<file path="config.mk">
export PLATFORM = sky130hd
export DESIGN_NAME = clk_div_monitor_flat
export DESIGN_NICKNAME = d
export VERILOG_FILES = /design/src/rtl/clk_div_monitor_if.sv /design/src/rtl/clk_div_monitor.sv /design/src/flat_wrapper.sv
export SDC_FILE = /design/constraint.sdc
export NUM_CORES = 1
export LEC_CHECK = 0
export CORE_MARGIN = 4
export CORE_UTILIZATION = 38
export CTS_CLUSTER_SIZE = 20
export DETAILED_ROUTE_END_ITERATION = 7
export SETUP_SLACK_MARGIN = 0.05
export SLEW_MARGIN = 20
export SYNTH_ARGS = -nofsm -noshare
export SYNTH_HDL_FRONTEND = slang
export SYNTH_SLANG_ARGS = --single-unit
</file>
<file path="constraint.sdc">
create_clock -name clk_i -period 4.8 [get_ports clk_i]
set_clock_uncertainty 0.15 [all_clocks]
set_input_delay 0.48 -clock clk_i [delete_from_list [all_inputs] [get_ports clk_i]]
set_output_delay 0.48 -clock clk_i [all_outputs]
set_load 0.02 [all_outputs]
</file>
<file path="src/rtl/clk_div_monitor_if.sv">
`default_nettype none
// ============================================================================
//  Module   : clk_div_monitor_if
//  Purpose  : Bundles the monitored slow clock, the clear control and every
//             measurement output of clk_div_monitor into one interface.
//  Ports    : slow_i    - asynchronous slow square wave being monitored
//             clear_i   - synchronous request to drop lock and re-measure
//             rise_o    - one-cycle strobe per synchronised rising edge
//             fall_o    - one-cycle strobe per synchronised falling edge
//             period_o  - last completed rise-to-rise period (clk_i cycles)
//             high_o    - last completed rise-to-fall high time
//             locked_o  - period has been stable long enough
//             timeout_o - sticky, no rising edge before the counter saturated
//  Modports : master - the side that drives slow_i/clear_i and reads results
//             slave  - the monitor itself
//  Revision : 1.0 - initial release
// ============================================================================
interface clk_div_monitor_if #(
    parameter int CNT_W = 8
);
    logic             slow_i;
    logic             clear_i;
    logic             rise_o;
    logic             fall_o;
    logic [CNT_W-1:0] period_o;
    logic [CNT_W-1:0] high_o;
    logic             locked_o;
    logic             timeout_o;

    modport master (
        output slow_i,
        output clear_i,
        input  rise_o,
        input  fall_o,
        input  period_o,
        input  high_o,
        input  locked_o,
        input  timeout_o
    );

    modport slave (
        input  slow_i,
        input  clear_i,
        output rise_o,
        output fall_o,
        output period_o,
        output high_o,
        output locked_o,
        output timeout_o
    );
endinterface
`default_nettype wire

</file>
<file path="src/rtl/clk_div_monitor.sv">
`default_nettype none
// ============================================================================
//  Module   : clk_div_monitor
//  Purpose  : Brings a slow divided clock (or any slow square wave) into the
//             fast clk_i domain. Produces single-cycle rise/fall strobes for
//             use as clock enables, measures period and high time in clk_i
//             cycles and declares lock once successive periods agree.
//  Ports    : clk_i  - system clock, rising edge
//             rst_n  - asynchronous active-low reset
//             mon    - clk_div_monitor_if.slave (slow_i, clear_i in;
//                      rise_o, fall_o, period_o, high_o, locked_o,
//                      timeout_o out)
//  Params   : CNT_W      - width of the period/high counters and outputs
//             LOCK_COUNT - consecutive agreeing periods needed for lock
//                          (2..15)
//             TOL        - largest period difference still called a match
//  Revision : 1.0 - initial release
// ============================================================================
module clk_div_monitor #(
    parameter int CNT_W      = 8,
    parameter int LOCK_COUNT = 4,
    parameter int TOL        = 0
) (
    input  wire              clk_i,
    input  wire              rst_n,
    clk_div_monitor_if.slave mon
);

    // ------------------------------------------------------------------------
    // Constants
    // ------------------------------------------------------------------------
    localparam logic [CNT_W-1:0] c_CNT_MAX   = '1;
    localparam logic [CNT_W-1:0] c_CNT_ONE   = CNT_W'(1);
    localparam logic [CNT_W:0]   c_TOL       = TOL[CNT_W:0];
    // match_cnt value that, with one more agreeing period, completes lock
    localparam logic [3:0]       c_LOCK_LAST = 4'(LOCK_COUNT - 1);

    typedef enum logic [1:0] {
        ST_SEARCH  = 2'd0,   // no reference rise yet, period unknown
        ST_MEASURE = 2'd1,   // measuring, not yet stable
        ST_LOCKED  = 2'd2    // LOCK_COUNT agreeing periods seen
    } state_t;

    // ------------------------------------------------------------------------
    // Signals
    // ------------------------------------------------------------------------
    logic             r_sync1;
    logic             r_sync2;
    logic             r_prev;
    logic             w_rise;
    logic             w_fall;
    logic             r_rise;
    logic             r_fall;

    logic [CNT_W-1:0] r_per_cnt;
    logic [CNT_W-1:0] r_hi_cnt;
    logic             w_per_sat;

    logic [CNT_W:0]   w_per_ext;
    logic [CNT_W:0]   w_prd_ext;
    logic [CNT_W:0]   w_diff;
    logic             w_match;

    state_t           r_state;
    state_t           w_state_nxt;
    logic [3:0]       r_match_cnt;
    logic [3:0]       w_match_nxt;
    logic             r_locked;
    logic             w_locked_nxt;
    logic             r_timeout;
    logic             w_timeout_nxt;
    logic             w_period_load;

    logic [CNT_W-1:0] r_period;
    logic [CNT_W-1:0] r_high;

    // ------------------------------------------------------------------------
    // Two-flop synchroniser plus edge register. Edges are detected between
    // the second sync stage and its delayed copy, so both flops have fully
    // settled before anything downstream depends on them.
    // ------------------------------------------------------------------------
    always_ff @(posedge clk_i or negedge rst_n) begin
        if (!rst_n) begin
            r_sync1 <= 1'b0;
            r_sync2 <= 1'b0;
            r_prev  <= 1'b0;
            r_rise  <= 1'b0;
            r_fall  <= 1'b0;
        end else begin
            r_sync1 <= mon.slow_i;
            r_sync2 <= r_sync1;
            r_prev  <= r_sync2;
            r_rise  <= w_rise;
            r_fall  <= w_fall;
        end
    end

    assign w_rise = r_sync2 & ~r_prev;
    assign w_fall = ~r_sync2 & r_prev;

    // ------------------------------------------------------------------------
    // Period and high-time counters. Both reload to 1 on the rising edge so
    // that the value present at the next edge is the length in cycles.
    // ------------------------------------------------------------------------
    assign w_per_sat = (r_per_cnt == c_CNT_MAX);

    always_ff @(posedge clk_i or negedge rst_n) begin
        if (!rst_n) begin
            r_per_cnt <= '0;
            r_hi_cnt  <= '0;
        end else begin
            if (w_rise) begin
                r_per_cnt <= c_CNT_ONE;
            end else if (!w_per_sat) begin
                r_per_cnt <= r_per_cnt + c_CNT_ONE;
            end

            if (w_rise) begin
                r_hi_cnt <= c_CNT_ONE;
            end else if (r_sync2 && (r_hi_cnt != c_CNT_MAX)) begin
                r_hi_cnt <= r_hi_cnt + c_CNT_ONE;
            end
        end
    end

    // ------------------------------------------------------------------------
    // Period comparison, done one bit wider so the subtraction cannot wrap.
    // Compared against the previously published period.
    // ------------------------------------------------------------------------
    assign w_per_ext = {1'b0, r_per_cnt};
    assign w_prd_ext = {1'b0, r_period};
    assign w_diff    = (w_per_ext >= w_prd_ext) ? (w_per_ext - w_prd_ext)
                                                : (w_prd_ext - w_per_ext);
    assign w_match   = (w_diff <= c_TOL);

    // ------------------------------------------------------------------------
    // Lock state machine: state register
    // ------------------------------------------------------------------------
    always_ff @(posedge clk_i or negedge rst_n) begin
        if (!rst_n) begin
            r_state     <= ST_SEARCH;
            r_match_cnt <= 4'd0;
            r_locked    <= 1'b0;
            r_timeout   <= 1'b0;
        end else begin
            r_state     <= w_state_nxt;
            r_match_cnt <= w_match_nxt;
            r_locked    <= w_locked_nxt;
            r_timeout   <= w_timeout_nxt;
        end
    end

    // ------------------------------------------------------------------------
    // Lock state machine: next state and registered-output updates.
    // Priority: clear, then a rising edge, then counter saturation. A rise
    // arriving together with saturation is a valid full-scale period.
    // match_cnt == 0 marks "no previous period to compare against", which is
    // the case for the first measurement after SEARCH.
    // ------------------------------------------------------------------------
    always_comb begin
        w_state_nxt   = r_state;
        w_match_nxt   = r_match_cnt;
        w_locked_nxt  = r_locked;
        w_timeout_nxt = r_timeout;
        w_period_load = 1'b0;

        if (mon.clear_i) begin
            w_locked_nxt  = 1'b0;
            w_timeout_nxt = 1'b0;
            w_match_nxt   = 4'd0;
            // A coincident rise acts as the first rise of SEARCH.
            w_state_nxt   = w_rise ? ST_MEASURE : ST_SEARCH;
        end else if (w_rise) begin
            w_timeout_nxt = 1'b0;
            case (r_state)
                ST_SEARCH: begin
                    // Reference edge only; no complete period exists yet.
                    w_state_nxt = ST_MEASURE;
                    w_match_nxt = 4'd0;
                end
                ST_MEASURE: begin
                    w_period_load = 1'b1;
                    if (r_match_cnt == 4'd0) begin
                        w_match_nxt = 4'd1;
                    end else if (w_match) begin
                        w_match_nxt = r_match_cnt + 4'd1;
                        if (r_match_cnt == c_LOCK_LAST) begin
                            w_state_nxt  = ST_LOCKED;
                            w_locked_nxt = 1'b1;
                        end
                    end else begin
                        w_match_nxt = 4'd1;
                    end
                end
                ST_LOCKED: begin
                    w_period_load = 1'b1;
                    if (!w_match) begin
                        // The disagreeing period starts a new run.
                        w_state_nxt  = ST_MEASURE;
                        w_locked_nxt = 1'b0;
                        w_match_nxt  = 4'd1;
                    end
                end
                default: begin
                    w_state_nxt = ST_SEARCH;
                    w_match_nxt = 4'd0;
                end
            endcase
        end else if (w_per_sat) begin
            w_state_nxt   = ST_SEARCH;
            w_timeout_nxt = 1'b1;
            w_locked_nxt  = 1'b0;
            w_match_nxt   = 4'd0;
        end
    end

    // ------------------------------------------------------------------------
    // Published measurements. These hold across clear and timeout so the
    // last known values stay visible.
    // ------------------------------------------------------------------------
    always_ff @(posedge clk_i or negedge rst_n) begin
        if (!rst_n) begin
            r_period <= '0;
            r_high   <= '0;
        end else begin
            if (w_period_load) begin
                r_period <= r_per_cnt;
            end
            if (w_fall) begin
                r_high <= r_hi_cnt;
            end
        end
    end

    // ------------------------------------------------------------------------
    // Outputs
    // ------------------------------------------------------------------------
    assign mon.rise_o    = r_rise;
    assign mon.fall_o    = r_fall;
    assign mon.period_o  = r_period;
    assign mon.high_o    = r_high;
    assign mon.locked_o  = r_locked;
    assign mon.timeout_o = r_timeout;

endmodule
`default_nettype wire
</file>
<file path="src/flat_wrapper.sv">
// flat-port wrapper written by rule: the top's interface ports become plain ports
module clk_div_monitor_flat 
#(
    parameter int CNT_W      = 8,
    parameter int LOCK_COUNT = 4,
    parameter int TOL        = 0
)
  (clk_i, rst_n, mon_slow_i, mon_clear_i, mon_rise_o, mon_fall_o, mon_period_o, mon_high_o, mon_locked_o, mon_timeout_o);
  clk_div_monitor_if #(.CNT_W(CNT_W)) mon_i ();
  input  wire clk_i;
  input  wire rst_n;
  input wire logic [$bits(mon_i.slow_i)-1:0] mon_slow_i;
  input wire logic [$bits(mon_i.clear_i)-1:0] mon_clear_i;
  output wire logic [$bits(mon_i.rise_o)-1:0] mon_rise_o;
  output wire logic [$bits(mon_i.fall_o)-1:0] mon_fall_o;
  output wire logic [$bits(mon_i.period_o)-1:0] mon_period_o;
  output wire logic [$bits(mon_i.high_o)-1:0] mon_high_o;
  output wire logic [$bits(mon_i.locked_o)-1:0] mon_locked_o;
  output wire logic [$bits(mon_i.timeout_o)-1:0] mon_timeout_o;
  assign mon_i.slow_i = mon_slow_i;
  assign mon_i.clear_i = mon_clear_i;
  assign mon_rise_o = mon_i.rise_o;
  assign mon_fall_o = mon_i.fall_o;
  assign mon_period_o = mon_i.period_o;
  assign mon_high_o = mon_i.high_o;
  assign mon_locked_o = mon_i.locked_o;
  assign mon_timeout_o = mon_i.timeout_o;
  clk_div_monitor #(.CNT_W(CNT_W), .LOCK_COUNT(LOCK_COUNT), .TOL(TOL)) u_core (.clk_i(clk_i), .rst_n(rst_n), .mon(mon_i));
endmodule
</file>
==> results of run 1 <==
==> sequential cells by signal, indices dropped and copies added, names as in the netlist <==
name / flops
u_core.mon.timeout_o: 1
u_core.r_hi_cnt: 8
u_core.mon.locked_o: 1
u_core.r_sync1: 1
u_core.r_match_cnt: 4
u_core.r_state: 2
u_core.mon.fall_o: 1
u_core.r_per_cnt: 8
u_core.r_sync2: 1
u_core.r_prev: 1
u_core.mon.high_o: 8
u_core.mon.rise_o: 1
u_core.mon.period_o: 8
==> cells by family (layout without fill, tap and decap cells) <==
logic type      after synthesis  count (layout)  synth area share [%]
mux                          13              13                  5.38
simple gates                 99              99                  18.2
flops                        45              45                  42.8
fa+ha+maj                    23              23                  10.9
compound gates               51              51                  12.9
xor+xnor                     15              15                  5.00
buf+inv                      31              57                  4.76
==> per-stage QoR <==
step,utilization [%],power (mW),worst slack (ps),instance area (µm²),std cells
3_3_place_gp,43.4,1.17,1740,2930,375
6_report,44.6,1.40,1700,3020,383
3_5_place_dp,43.4,1.17,1730,2930,375
5_1_grt,44.6,1.52,1500,3020,383
2_1_floorplan,-,0.992,1800,2630,277
4_1_cts,44.6,1.41,1700,3010,383
==> final timing paths <==
check                           depth (start not counted)  slack [ps]                     to
worst max-delay path                                    9        1700  u_core.r_match_cnt[2]
worst min-delay path                                    1          20  u_core.r_match_cnt[2]
worst max register to register                          9        1700  u_core.r_match_cnt[2]
worst min register to register                          0         210         u_core.r_sync2
max in group asynchronous                               1        4080    u_core.r_per_cnt[6]
min in group clk_i                                      0         210         u_core.r_sync2
==> where the power goes <==
part           switching, mW  internal [mW]  total [mW]  leakage, nW
clock network          0.128          0.103       0.231       0.0385
logic                  0.363          0.291       0.654        0.738
registers             0.0644          0.446       0.510        0.589
==> area by class of cell <==
class	count	share of cell area (%)
Multi-Input combinational cell	201	45.7
Sequential cell	45	37.3
Timing Repair Buffer	24	7.80
Inverter	25	3.11
Clock inverter	1	0.249
Tap cell	80	3.32
Clock buffer	7	2.53
==> metal layers <==
metal	track usage (%)	share of wire, %	vias up
met1	18.2	50	943
met2	21.6	47	28
met5	0	0	-
li1	-	-	1001
met4	4.65	0.75	0
met3	2.73	2.4	2
==> placed cells by master, fill, tap and decap left out, types with 10 or more instances in the layout <==
cell type        Yosys  routed
dfrtp_1             45      45
nor3_1              10      10
nor2_1              25      25
xor2_1              11      11
o21ai_0             19      19
inv_1               25      25
ha_1                23      23
nand3_1             10      10
clkdlybuf4s50_1      0      22
nand2_1             29      29
==> worst max-delay path, delay by kind of cell, from the launching register on <==
| kind | cells | cell delay, ps |
|---|---|---|
| fa+ha+maj | 1 | 430 |
| simple gates | 5 | 1600 |
| compound gates | 3 | 430 |
| flops | 1 | 460 |
==> flow_metrics.tcl, run 1 <==
set metrics [dict create \
    syn_inst 277 \
    cp-startpoint "u_core.r_per_cnt[4]" \
    synth_common_cells "dfrtp_1, nand2_1, inv_1, nor2_1, ha_1" \
    yosys.area.top_type "dfrtp_1" \
    status "finished clean" \
    fin_hold_ws_ps 18.6 \
    slew_headroom_pct 61.9 \
    critPathMaxStageDelay_ps 490 \
    dp_hpwl_mm 3.83 \
    path_cells "ha_1, and2_4, o2111a_1, or4_4, o22ai_2, a32oi_2, or3_1, or4_1, nand2_1" \
    postCtsHoldBufs 0 \
    rows 30 \
    io-pin-count 24 \
    ys_ff_latch 45 \
    synth-seq-area-share_pct 42.8 \
    root_buffer "clkbuf_8" \
    cp.required_ps 4890 \
    ir_worst_vdd_mv 0.216 \
    dr.pass1.iters 4 \
    cts_resized 0 \
    drt-initial-drc-count 87 \
    post_cts_buffers 0 \
    setup_viol 0 \
    wl_per_cell_um 13.6 \
    grt-ovfl-total 0 \
    die-area_mm2 0.00831 \
    synth.distinct_cells 46 \
    fin_setup_tns_ps 0 \
    rsz0062_at_grt "no" \
    ys_async_sr_fraction_pct 100 \
    wl_mm 5.21 \
    hold_viol_final 0 \
    clock_latency_ps 290 \
    die_w_um 91.2 \
    fill_cells 651 \
    synth_area_leaders "dfrtp_1, ha_1, nand2_1, mux2_2, xor2_1" \
    post-synth-top-count-cell "dfrtp_1" \
    drv_slew 0 \
    die_y_um 91.2 \
    ys_warn_count 0 \
    io_buffer_count 23 \
    clk_path_buf_depth 2 \
    synth_top_area_share_pct 42.8 \
    layout-drive-gt1-share_pct 8.25 \
    drc 0 \
    htreeDepth 2 \
    rr_startpoint "u_core.r_per_cnt[4]" \
    antenna_found_initial 0 \
    multi_input_area_mm2 0.00138 \
    end_kind "register" \
    antenna-diode-count 0 \
    slowest_stage "or4_4" \
    numCtsBuffers 5 \
    syn-num-nets 304 \
    synth_area_mm2 0.00263 \
    synthFlopType "dfrtp_1" \
    synth_enable_flop_cells 0 \
    clock_sinks 45 \
    gp_congestion 0.791 \
    coreArea_mm2 0.00676 \
    grt_pass1_vias 1989 \
    detailroute.via_count 1974 \
    ant_nets 0 \
    arrival_ps 3190 \
    grt_util_all_layers_pct 13.5 \
    regArea_mm2 0.00113 \
    area_growth_pct 14.8 \
    vias_per_cell 5.15 \
    drv_cap 0 \
    initial_core_util_pct 38.9 \
    fin_nets 329 \
    grt_pass1_wl_mm 9.22 \
    power_leakage_nw 1.37 \
    worstSetupPathType "reg -> reg" \
    worstPathMaxFanout 8 \
    grt_start_max_net_pins 46 \
    startpoint_type "register" \
    path_clk_slew_ps 90 \
    fmax_mhz 322 \
    worstMarginPinSlew_ps 572 \
    hold_class "in -> async" \
    cts_tree "done" \
    syn_avg_cell_area_um2 9.49 \
    post-route-period-util_pct 64.6 \
    min_period_ps 3100 \
    pwr_density_cell_mw_per_mm2 463 \
]
No activity file was read; power rests on OpenSTA's default activity.
==> inputs of run 2 (changes only) <==
==> constraint.sdc (replaced) <==
create_clock -name clk_i -period 3.1 [get_ports clk_i]
set_clock_uncertainty 0.15 [all_clocks]
set_input_delay 0.31 -clock clk_i [delete_from_list [all_inputs] [get_ports clk_i]]
set_output_delay 0.31 -clock clk_i [all_outputs]
set_load 0.02 [all_outputs]
==> run 2 against run 1 <==
Hold slack better by 190 ps. Via count grew 4.9%. Clock-buffer cell count fell by 2. First-iteration DRC count increased by 18%. Clock power grew 99%. Critical endpoint unchanged.
==> flow_metrics.tcl, run 2 (synthesis gave the netlist of run 1 again) <==
set metrics [dict create \
    status "finished clean" \
    wl_mm 5.64 \
    startpoint_type "register" \
    layout.cells.non_filler 394 \
    drt-initial-drc-count 103 \
    detailroute.via_count 2071 \
    drt-met1-wl_mm 2.70 \
    path_cells "inv_2, ha_4, nor2b_1, o211a_1, or4_1, a21oi_2, a32oi_4, or3_1, or4_1, nand2_1" \
    fmax_mhz 341 \
    vias_per_cell 5.26 \
    io_buffer_count 23 \
    htreeDepth 2 \
    rr_startpoint "u_core.mon.period_o[1]" \
    setup_ws_ps 165 \
    cp-startpoint "u_core.mon.period_o[1]" \
    fin_hold_ws_ps 205 \
    io-pin-count 24 \
    ant_nets 0 \
    worstMarginPinSlew_ps 580 \
    end_kind "register" \
    slew_headroom_pct 61.4 \
    hold_viol_final 0 \
    worstSetupPathType "reg -> reg" \
    dp.cells 383 \
    cp.required_ps 3200 \
    cts_tree "done" \
    critPathMaxStageDelay_ps 490 \
    design_area_mm2 0.00321 \
    path_clk_slew_ps 100 \
    grt-ovfl-total 0 \
    drv_cap 0 \
    layout-drive-gt1-share_pct 15.3 \
    fin_setup_tns_ps 0 \
    root_buffer "clkbuf_8" \
    drv_slew 0 \
    setup_viol 0 \
    regArea_mm2 0.00113 \
    dr_wl_met3_um 183 \
    multi_input_area_mm2 0.00145 \
    fin_util_pct 47.5 \
    hold_class "reg -> reg" \
    initial_core_util_pct 38.9 \
    gp_congestion 0.807 \
    rsz0062_at_grt "yes" \
    fin_nets 340 \
    dr_wl_met2_mm 2.71 \
    grt_start_max_net_pins 46 \
    place_area_mm2 0.00299 \
    die-area_mm2 0.00831 \
    grt_pass1_wl_mm 9.95 \
    antenna-diode-count 0 \
    arrival_ps 3030 \
    power_leakage_nw 1.43 \
    slowest_stage "or4_1" \
    top_layer "met4" \
    dp_hpwl_mm 4.16 \
    grt_pass1_vias 2083 \
    numCtsBuffers 5 \
    rows 30 \
    clock_latency_ps 300 \
    pre_cts_ws_ps 73.4 \
    min_from "u_core.r_sync1" \
    crit_family "simple AND/OR/NAND/NOR gates" \
    die_w_um 91.2 \
    final_cell_mix "dfrtp_1, nand2_1, nor2_1" \
    fill_cells 661 \
    area_growth_pct 22.0 \
    antenna_found_initial 0 \
    final_common_cell "dfrtp_1" \
    total_power_mw 2.43 \
    clock_sinks 45 \
    dr.pass1.iters 4 \
    post-route-period-util_pct 94.7 \
    clk_path_buf_depth 2 \
    ir_worst_vdd_mv 0.328 \
    worst_path_most_repeated_cell "or4_1" \
    pwr_density_cell_mw_per_mm2 757 \
    min_period_ps 2940 \
    wl_per_cell_um 14.3 \
    grt_util_all_layers_pct 14.5 \
    coreArea_mm2 0.00676 \
    die_y_um 91.2 \
    worstPathMaxFanout 5 \
    drc 0 \
    cp.buffers_inverters 1 \
]
[run 2: cell type report]
| cell class | instances | area share, % |
|---|---|---|
| clock inverters | 3 | 1.44 |
| inverters | 25 | 2.93 |
| repair buffers | 35 | 9.99 |
| multi-input cells | 201 | 45.2 |
| well taps | 80 | 3.12 |
| clock buffers | 5 | 2.15 |
| flip-flops and latches | 45 | 35.2 |
[run 2: path summary, 6_finish.rpt]
| check | depth (start not counted) | slack, ps | endpoint |
|---|---|---|---|
| worst max-delay path | 10 | 160 | u_core.r_match_cnt[2] |
| worst min-delay path | 0 | 200 | u_core.r_sync2 |
| worst max register to register | 10 | 160 | u_core.r_match_cnt[2] |
| worst min register to register | 0 | 200 | u_core.r_sync2 |
| max in group asynchronous | 2 | 1990 | u_core.r_per_cnt[2] |
| min in group asynchronous | 2 | 390 | u_core.r_match_cnt[1] |
[run 2: layer usage]
layer / track usage [%] / up-vias
met5: 0 / -
met3: 2.82 / 5
met4: 3.39 / 0
li1: - / 1023
met1: 19.4 / 1010
met2: 24.3 / 33
[run 2: what timing repair did]
action / in CTS / in global routing
endpoints found under the hold margin: 0 / 45
gates resized for setup: 1 / 13
pin swaps: 0 / 2
hold buffers: 0 / 1
buffers inserted: 0 / 2
setup endpoints to repair: 1 / 2
[run 2: power breakdown]
part | total (mW) | internal, mW | switching [mW]
logic | 1.17 | 0.528 | 0.644
clock network | 0.459 | 0.242 | 0.217
registers | 0.798 | 0.691 | 0.106
total | 2.43 | 1.46 | 0.967
[run 2: worst register-to-register path, stage by stage (launching register included)]
cell     delay (ps)
dfrtp_1         420
inv_2            80
ha_4            210
nor2b_1         160
o211a_1         230
or4_1           490
a21oi_2         200
a32oi_4         100
or3_1           390
or4_1           400
nand2_1          70
